## src/rtl/rc_pkg.sv

```systemverilog
// Shared route-compute definitions: port indices, one-hot port codes, routing modes,
// lookahead direction codes, skid-buffer states and the route result record.
// Pure declarations; no logic.
package rc_pkg;

   // Port indices into the 5-bit one-hot port vectors
   localparam int PORT_N    = 0;   // y+1
   localparam int PORT_E    = 1;   // x+1
   localparam int PORT_S    = 2;   // y-1
   localparam int PORT_W    = 3;   // x-1
   localparam int PORT_L    = 4;   // local ejection
   localparam int NUM_PORTS = 5;

   localparam logic [NUM_PORTS-1:0] OH_N = 5'b1 << PORT_N;
   localparam logic [NUM_PORTS-1:0] OH_E = 5'b1 << PORT_E;
   localparam logic [NUM_PORTS-1:0] OH_S = 5'b1 << PORT_S;
   localparam logic [NUM_PORTS-1:0] OH_W = 5'b1 << PORT_W;
   localparam logic [NUM_PORTS-1:0] OH_L = 5'b1 << PORT_L;

   // Dimension order
   localparam int MODE_XY = 0;
   localparam int MODE_YX = 1;

   // Lookahead direction codes on in_outdir
   localparam logic [1:0] DIR_N = 2'd0;
   localparam logic [1:0] DIR_E = 2'd1;
   localparam logic [1:0] DIR_S = 2'd2;
   localparam logic [1:0] DIR_W = 2'd3;

   // Skid buffer occupancy
   typedef enum logic [1:0] {
      BUF_EMPTY = 2'd0,
      BUF_ONE   = 2'd1,
      BUF_TWO   = 2'd2
   } buf_state_e;

   // One route decision
   typedef struct packed {
      logic                 err;
      logic [NUM_PORTS-1:0] alt;
      logic [NUM_PORTS-1:0] prefer;
   } route_t;

endpackage

```

## src/rtl/rc_compute.sv

```systemverilog
// Purpose: dimension-ordered route decision (preferred + alternate port) for one destination.
// Latency: purely combinational, zero cycles.
// Backpressure: none; the caller registers and flow-controls the result.
module rc_compute
   import rc_pkg::*;
#(
   parameter int MESH_X    = 4,
   parameter int MESH_Y    = 4,
   parameter int COORD_W   = 3,
   parameter int CURR_X    = 0,
   parameter int CURR_Y    = 0,
   parameter int MODE      = 0,
   parameter int LOOKAHEAD = 0
) (
   input  logic [2*COORD_W-1:0] dst,
   input  logic [1:0]           outdir,
   output route_t               route
);

   // Signed ints so a lookahead step off row/column 0 becomes -1 and is caught as off-mesh
   int dst_x;
   int dst_y;
   int ref_x;
   int ref_y;
   logic off_mesh;
   logic range_err;
   logic x_diff;
   logic y_diff;
   logic [NUM_PORTS-1:0] x_port;
   logic [NUM_PORTS-1:0] y_port;

   // Reference point, error detection and dimension-ordered port selection
   always_comb begin
      dst_x = int'(dst[COORD_W-1:0]);
      dst_y = int'(dst[2*COORD_W-1:COORD_W]);
      ref_x = CURR_X;
      ref_y = CURR_Y;
      if (LOOKAHEAD != 0) begin
         case (outdir)
            DIR_N:   ref_y = CURR_Y + 1;
            DIR_E:   ref_x = CURR_X + 1;
            DIR_S:   ref_y = CURR_Y - 1;
            default: ref_x = CURR_X - 1;
         endcase
      end

      off_mesh  = (ref_x < 0) || (ref_x >= MESH_X) || (ref_y < 0) || (ref_y >= MESH_Y);
      range_err = (dst_x >= MESH_X) || (dst_y >= MESH_Y);

      x_port = (dst_x > ref_x) ? OH_E : OH_W;
      y_port = (dst_y > ref_y) ? OH_N : OH_S;
      x_diff = (dst_x != ref_x);
      y_diff = (dst_y != ref_y);

      route = '0;
      if (off_mesh || range_err) begin
         route.err = 1'b1;
      end else if (!x_diff && !y_diff) begin
         route.prefer = OH_L;
      end else if (MODE == MODE_YX) begin
         route.prefer = y_diff ? y_port : x_port;
         route.alt    = (x_diff && y_diff) ? x_port : '0;
      end else begin
         route.prefer = x_diff ? x_port : y_port;
         route.alt    = (x_diff && y_diff) ? y_port : '0;
      end
   end

endmodule

```

## src/rtl/rc_pipe.sv

```systemverilog
// Purpose: registered route-compute stage with a 2-entry skid buffer and error statistics.
// Latency: 1 cycle from acceptance to out_valid when the buffer is empty; 1 result/cycle sustained.
// Backpressure: in_ready is registered and drops only when both entries hold unconsumed results.
module rc_pipe
   import rc_pkg::*;
#(
   parameter int MESH_X    = 4,
   parameter int MESH_Y    = 4,
   parameter int COORD_W   = 3,
   parameter int CURR_X    = 0,
   parameter int CURR_Y    = 0,
   parameter int MODE      = 0,
   parameter int LOOKAHEAD = 0,
   parameter int TAG_W     = 8
) (
   input  logic                 clk,
   input  logic                 reset,
   input  logic                 in_valid,
   output logic                 in_ready,
   input  logic [2*COORD_W-1:0] in_dst,
   input  logic [1:0]           in_outdir,
   input  logic [TAG_W-1:0]     in_tag,
   output logic                 out_valid,
   input  logic                 out_ready,
   output logic [4:0]           out_prefer,
   output logic [4:0]           out_alt,
   output logic                 out_err,
   output logic [TAG_W-1:0]     out_tag,
   output logic                 err_sticky,
   output logic [7:0]           err_cnt
);

   route_t     in_route;
   buf_state_e state_q, state_d;
   logic       in_ready_q, in_ready_d;
   route_t     r0_q, r0_d, r1_q, r1_d;        // entry 0 is the head presented on the outputs
   logic [TAG_W-1:0] t0_q, t0_d, t1_q, t1_d;
   logic       err_sticky_q, err_sticky_d;
   logic [7:0] err_cnt_q, err_cnt_d;
   logic       acc;
   logic       con;

   rc_compute #(
      .MESH_X    (MESH_X),
      .MESH_Y    (MESH_Y),
      .COORD_W   (COORD_W),
      .CURR_X    (CURR_X),
      .CURR_Y    (CURR_Y),
      .MODE      (MODE),
      .LOOKAHEAD (LOOKAHEAD)
   ) u_compute (
      .dst    (in_dst),
      .outdir (in_outdir),
      .route  (in_route)
   );

   assign acc        = in_valid && in_ready_q;
   assign con        = out_valid && out_ready;
   assign in_ready   = in_ready_q;
   assign out_valid  = (state_q != BUF_EMPTY);
   assign out_prefer = r0_q.prefer;
   assign out_alt    = r0_q.alt;
   assign out_err    = r0_q.err;
   assign out_tag    = t0_q;
   assign err_sticky = err_sticky_q;
   assign err_cnt    = err_cnt_q;

   // Occupancy FSM, entry load/shift and error statistics
   always_comb begin
      state_d      = state_q;
      r0_d         = r0_q;
      t0_d         = t0_q;
      r1_d         = r1_q;
      t1_d         = t1_q;
      err_sticky_d = err_sticky_q;
      err_cnt_d    = err_cnt_q;

      case (state_q)
         BUF_EMPTY: begin
            if (acc) begin
               r0_d    = in_route;
               t0_d    = in_tag;
               state_d = BUF_ONE;
            end
         end
         BUF_ONE: begin
            if (acc && con) begin
               r0_d = in_route;
               t0_d = in_tag;
            end else if (acc) begin
               r1_d    = in_route;
               t1_d    = in_tag;
               state_d = BUF_TWO;
            end else if (con) begin
               state_d = BUF_EMPTY;
            end
         end
         BUF_TWO: begin
            // in_ready is low here, so only a consume can happen
            if (con) begin
               r0_d    = r1_q;
               t0_d    = t1_q;
               state_d = BUF_ONE;
            end
         end
         default: state_d = BUF_EMPTY;
      endcase

      if (acc && in_route.err) begin
         err_sticky_d = 1'b1;
         if (err_cnt_q != 8'hFF) begin
            err_cnt_d = err_cnt_q + 8'd1;
         end
      end

      in_ready_d = (state_d != BUF_TWO);
   end

   // State registers with synchronous reset that also drops any buffered results
   always_ff @(posedge clk) begin
      if (reset) begin
         state_q      <= BUF_EMPTY;
         in_ready_q   <= 1'b1;
         r0_q         <= '0;
         t0_q         <= '0;
         r1_q         <= '0;
         t1_q         <= '0;
         err_sticky_q <= 1'b0;
         err_cnt_q    <= 8'd0;
      end else begin
         state_q      <= state_d;
         in_ready_q   <= in_ready_d;
         r0_q         <= r0_d;
         t0_q         <= t0_d;
         r1_q         <= r1_d;
         t1_q         <= t1_d;
         err_sticky_q <= err_sticky_d;
         err_cnt_q    <= err_cnt_d;
      end
   end

endmodule

```

## config.mk

```make
export PLATFORM = sky130hd
export DESIGN_NAME = rc_pipe
export DESIGN_NICKNAME = d
export VERILOG_FILES = /design/src/rtl/rc_pkg.sv /design/src/rtl/rc_compute.sv /design/src/rtl/rc_pipe.sv
export SDC_FILE = /design/constraint.sdc
export NUM_CORES = 1
export LEC_CHECK = 0
export BUFFER_PORTS_ARGS = -buffer_cell sky130_fd_sc_hd__buf_2
export CORE_MARGIN = 10
export CORE_UTILIZATION = 40
export CTS_CLUSTER_DIAMETER = 30
export DETAILED_ROUTE_END_ITERATION = 7
export PLACE_DENSITY = 0.64
export SYNTH_ARGS = -nofsm -noshare
export SYNTH_HDL_FRONTEND = slang
export SYNTH_SLANG_ARGS = --single-unit
```

## constraint.sdc

```tcl
create_clock -name clk -period 1.7 [get_ports clk]
set_input_delay 0.255 -clock clk [delete_from_list [all_inputs] [get_ports clk]]
set_output_delay 0.255 -clock clk [all_outputs]
set_load 0.01 [all_outputs]
```

==> out/results.tsv <==
metric	value	unit
status	complete, no violations	
Period minus WS final	1.55	ns
clock power share	32.7	%
DIE WIDTH	87.1	um
Power per Cell Area	889	nW/um2
worst slew pin tran	0.600	ns
Psw	536	uW
worst hold path type	primary input to flop	
pin count of the biggest net entering global routing	30	
IR drop worst, VDD	0.000339	V
initial antenna violation count	0	
min-delay src	in_tag[6]	
Port Buffers	42	
worst skew pair latency	0.30	ns
Initial Utilization	41.3	%
Seq/Total Area, Yosys	44.5	%
area added between synthesis and finish	20.6	%
I/O pin count	50	
met2 wire length	2140	um
Die H	87.1	um
All-Layer GR Usage	11.3	%
warning count from the yosys run	0	
DRC viols	0	
met3 wire len	257	um
Critical Path Start Type	flop	
post-synth top area cell	dfxtp_1	
Netlist cell types	48	
Setup Fix Bufs, Post-CTS	0	
post-synth top area share	44.5	%
Crit path required time	1.92	ns
R2R Setup Slk	0.15	ns
Min Hold Slack	0.209	ns
Worst-path clk slew	0.09	ns
Layout Utilization	49.8	%
Syn Inst Count	197	
Die ar.	7580	um2
met1 wire length	1890	um
Final Hold Fails	0	
clk buf depth	2	
Highest Clock Rate	646	MHz
Lkg Pwr	0.959	nW
fraction of layout cells with a size suffix above 1	29.7	%
vias in the first global route	1482	
worst-path maximum fanout	8	
std cell rows	24	
Logic pwr share	15.0	%
Total Power	1.93	mW
reg2reg start	state_q[1]$_SDFF_PP0_	
clk sinks	40	
final cycle utilization of the critical path	91.1	%
CTS buffer count	5	
internal power	1.39	mW
number of synthesized flops with an enable pin	0	
Core Area	4350	um2
slew margin rel.	60.0	%
antenna diode instance count	0	
total gr overflow	0	
WP data arrival	1.76	ns
via count	1534	
asr flop ratio synth	0	%
sequential power share	52.2	%
final slew viol count	0	
CTS tree	done	
GPL Wtd Cong	0.789	
drt pass-1 iters	4	
synth top area cells	dfxtp_1, mux2i_1, nor2_1	
Main synth FF type	dfxtp_1	
clock root buffer	clkbuf_8	
Routed WL per cell	14.6	um
first-pass GRT wire length	6990	um
vias per inst	5.15	
final setup violation count	0	
Routed Wire Length	4340	um
H-Tree Depth	2	
Synth Cell Area	1800	um2
worst clock skew	0.0127	ns
highest routed layer	met4	
Synth Register Bits	40	
Mean Syn Cell Area	9.13	um2
nature of the critical path endpoint	flop	
crit path from	state_q[1]$_SDFF_PP0_	
Routed Antenna Nets	0	
post-DP HPWL	2940	um
RSZ-0062 raised after global routing	no	
1st-iter DRT viols	72	
layout net count	266	
max-cap viol count	0	
Setup CP Type	flop to flop	
Net Sw Frac	27.8	%
## kinds of logic (layout without fill, tap and decap cells)
| group | count (synthesis) | after routing | synth area share, % |
|---|---|---|---|
| muxes | 16 | 16 | 8.90 |
| DFF | 40 | 40 | 44.5 |
| other | 1 | 5 | 0.208 |
| AOI/OAI and AO/OA | 32 | 34 | 14.8 |
| adders and majority gates | 1 | 1 | 0.695 |
| xor gates and xnor gates | 5 | 5 | 2.43 |
| buffers and inverters | 19 | 62 | 7.16 |
| and+or+nand+nor | 83 | 83 | 21.3 |
## worst max-delay path, stage by stage, from the launching register on
cell and delay [ns]:
dfxtp_2 0.43, buf_4 0.18, nand3b_1 0.28, o31ai_2 0.26, nor2_1 0.08, a311oi_1 0.24
## routing by layer
metal  up-vias  GRT usage, %
met3         6          4.21
met5         -             0
met2        29          18.9
met4         0          3.98
met1       720          12.8
li1        779             -
## power by group through the flow
stage                     Sequential, mW  Combinational, mW  Clock [mW]
after detailed placement            1.03              0.280           0
final                               1.01              0.290       0.631
after CTS                           1.01              0.286       0.651
after floorplan                     1.05              0.169           0
after global placement              1.03              0.275           0
after global routing                1.01              0.322       0.688
## synthesized netlist by cell type, types with 2 or more instances
library cell,number
a211oi_1,3
a21oi_1,4
a311oi_1,9
and3_1,2
buf_2,3
buf_4,5
buf_6,3
clkbuf_1,3
dfxtp_1,40
inv_1,2
mux2i_1,16
nand2_1,24
nor2_1,39
nor3_1,2
o211ai_1,4
or2_2,2
xor2_1,5
## cell usage in the layout, fill, tap and decap left out, types with 5 or more instances in the layout
cell | synthesis | routed
buf_2 | 3 | 42
nor2_1 | 39 | 39
dfxtp_1 | 40 | 39
nand2_1 | 24 | 24
mux2i_1 | 16 | 16
buf_4 | 5 | 10
a311oi_1 | 9 | 9
xor2_1 | 5 | 5
conb_1 | 1 | 5
clkbuf_8 | 0 | 5
## cell type report
type                    count  area, um2
clock inverters             3       18.8
multi-input cells         144        922
well taps                  52       65.1
inverters                   2       7.51
flip-flops and latches     40        802
repair buffers             52        285
fillers                   444       2180
clock buffers               5       68.8
## per-stage QoR
| stage | instance area (um2) | setup slack, ns | std cells | TNS (ns) |
|---|---|---|---|---|
| 2_1_floorplan | 1810 | 0.271 | 201 | 0 |
| 3_3_place_gp | 2040 | -0.0351 | 288 | -0.181 |
| 3_5_place_dp | 2040 | -0.0805 | 288 | -0.600 |
| 4_1_cts | 2140 | 0.0855 | 297 | 0 |
| 5_1_grt | 2170 | 0.0166 | 298 | 0 |
| 6_report | 2170 | 0.152 | 298 | 0 |
## sequential cells by signal, summed over array words and instances (netlist names)
signal and count:
out_alt 2, out_tag 8, err_sticky 1, t1_q 8, in_ready 1, state_q 2
r1_q 6, err_cnt 8, out_err 1, out_prefer 3
## final timing paths
path	end	depth (start not counted)
setup / recovery	out_tag[1]$_SDFFE_PP0P_	5
hold / removal	t1_q[6]$_SDFFE_PP0P_	3
setup reg to reg	out_tag[1]$_SDFFE_PP0P_	5
hold reg to reg	out_err$_SDFFE_PP0P_	2
## timing repair
item / 4_1_cts / 5_1_grt
setup endpoints to repair: 11 / 10
gates cloned: 1 / 1
hold buffers: 0 / 0
gates resized for setup: 0 / 3
pin swaps: 1 / 0
Power figures use the tool's default switching activity.
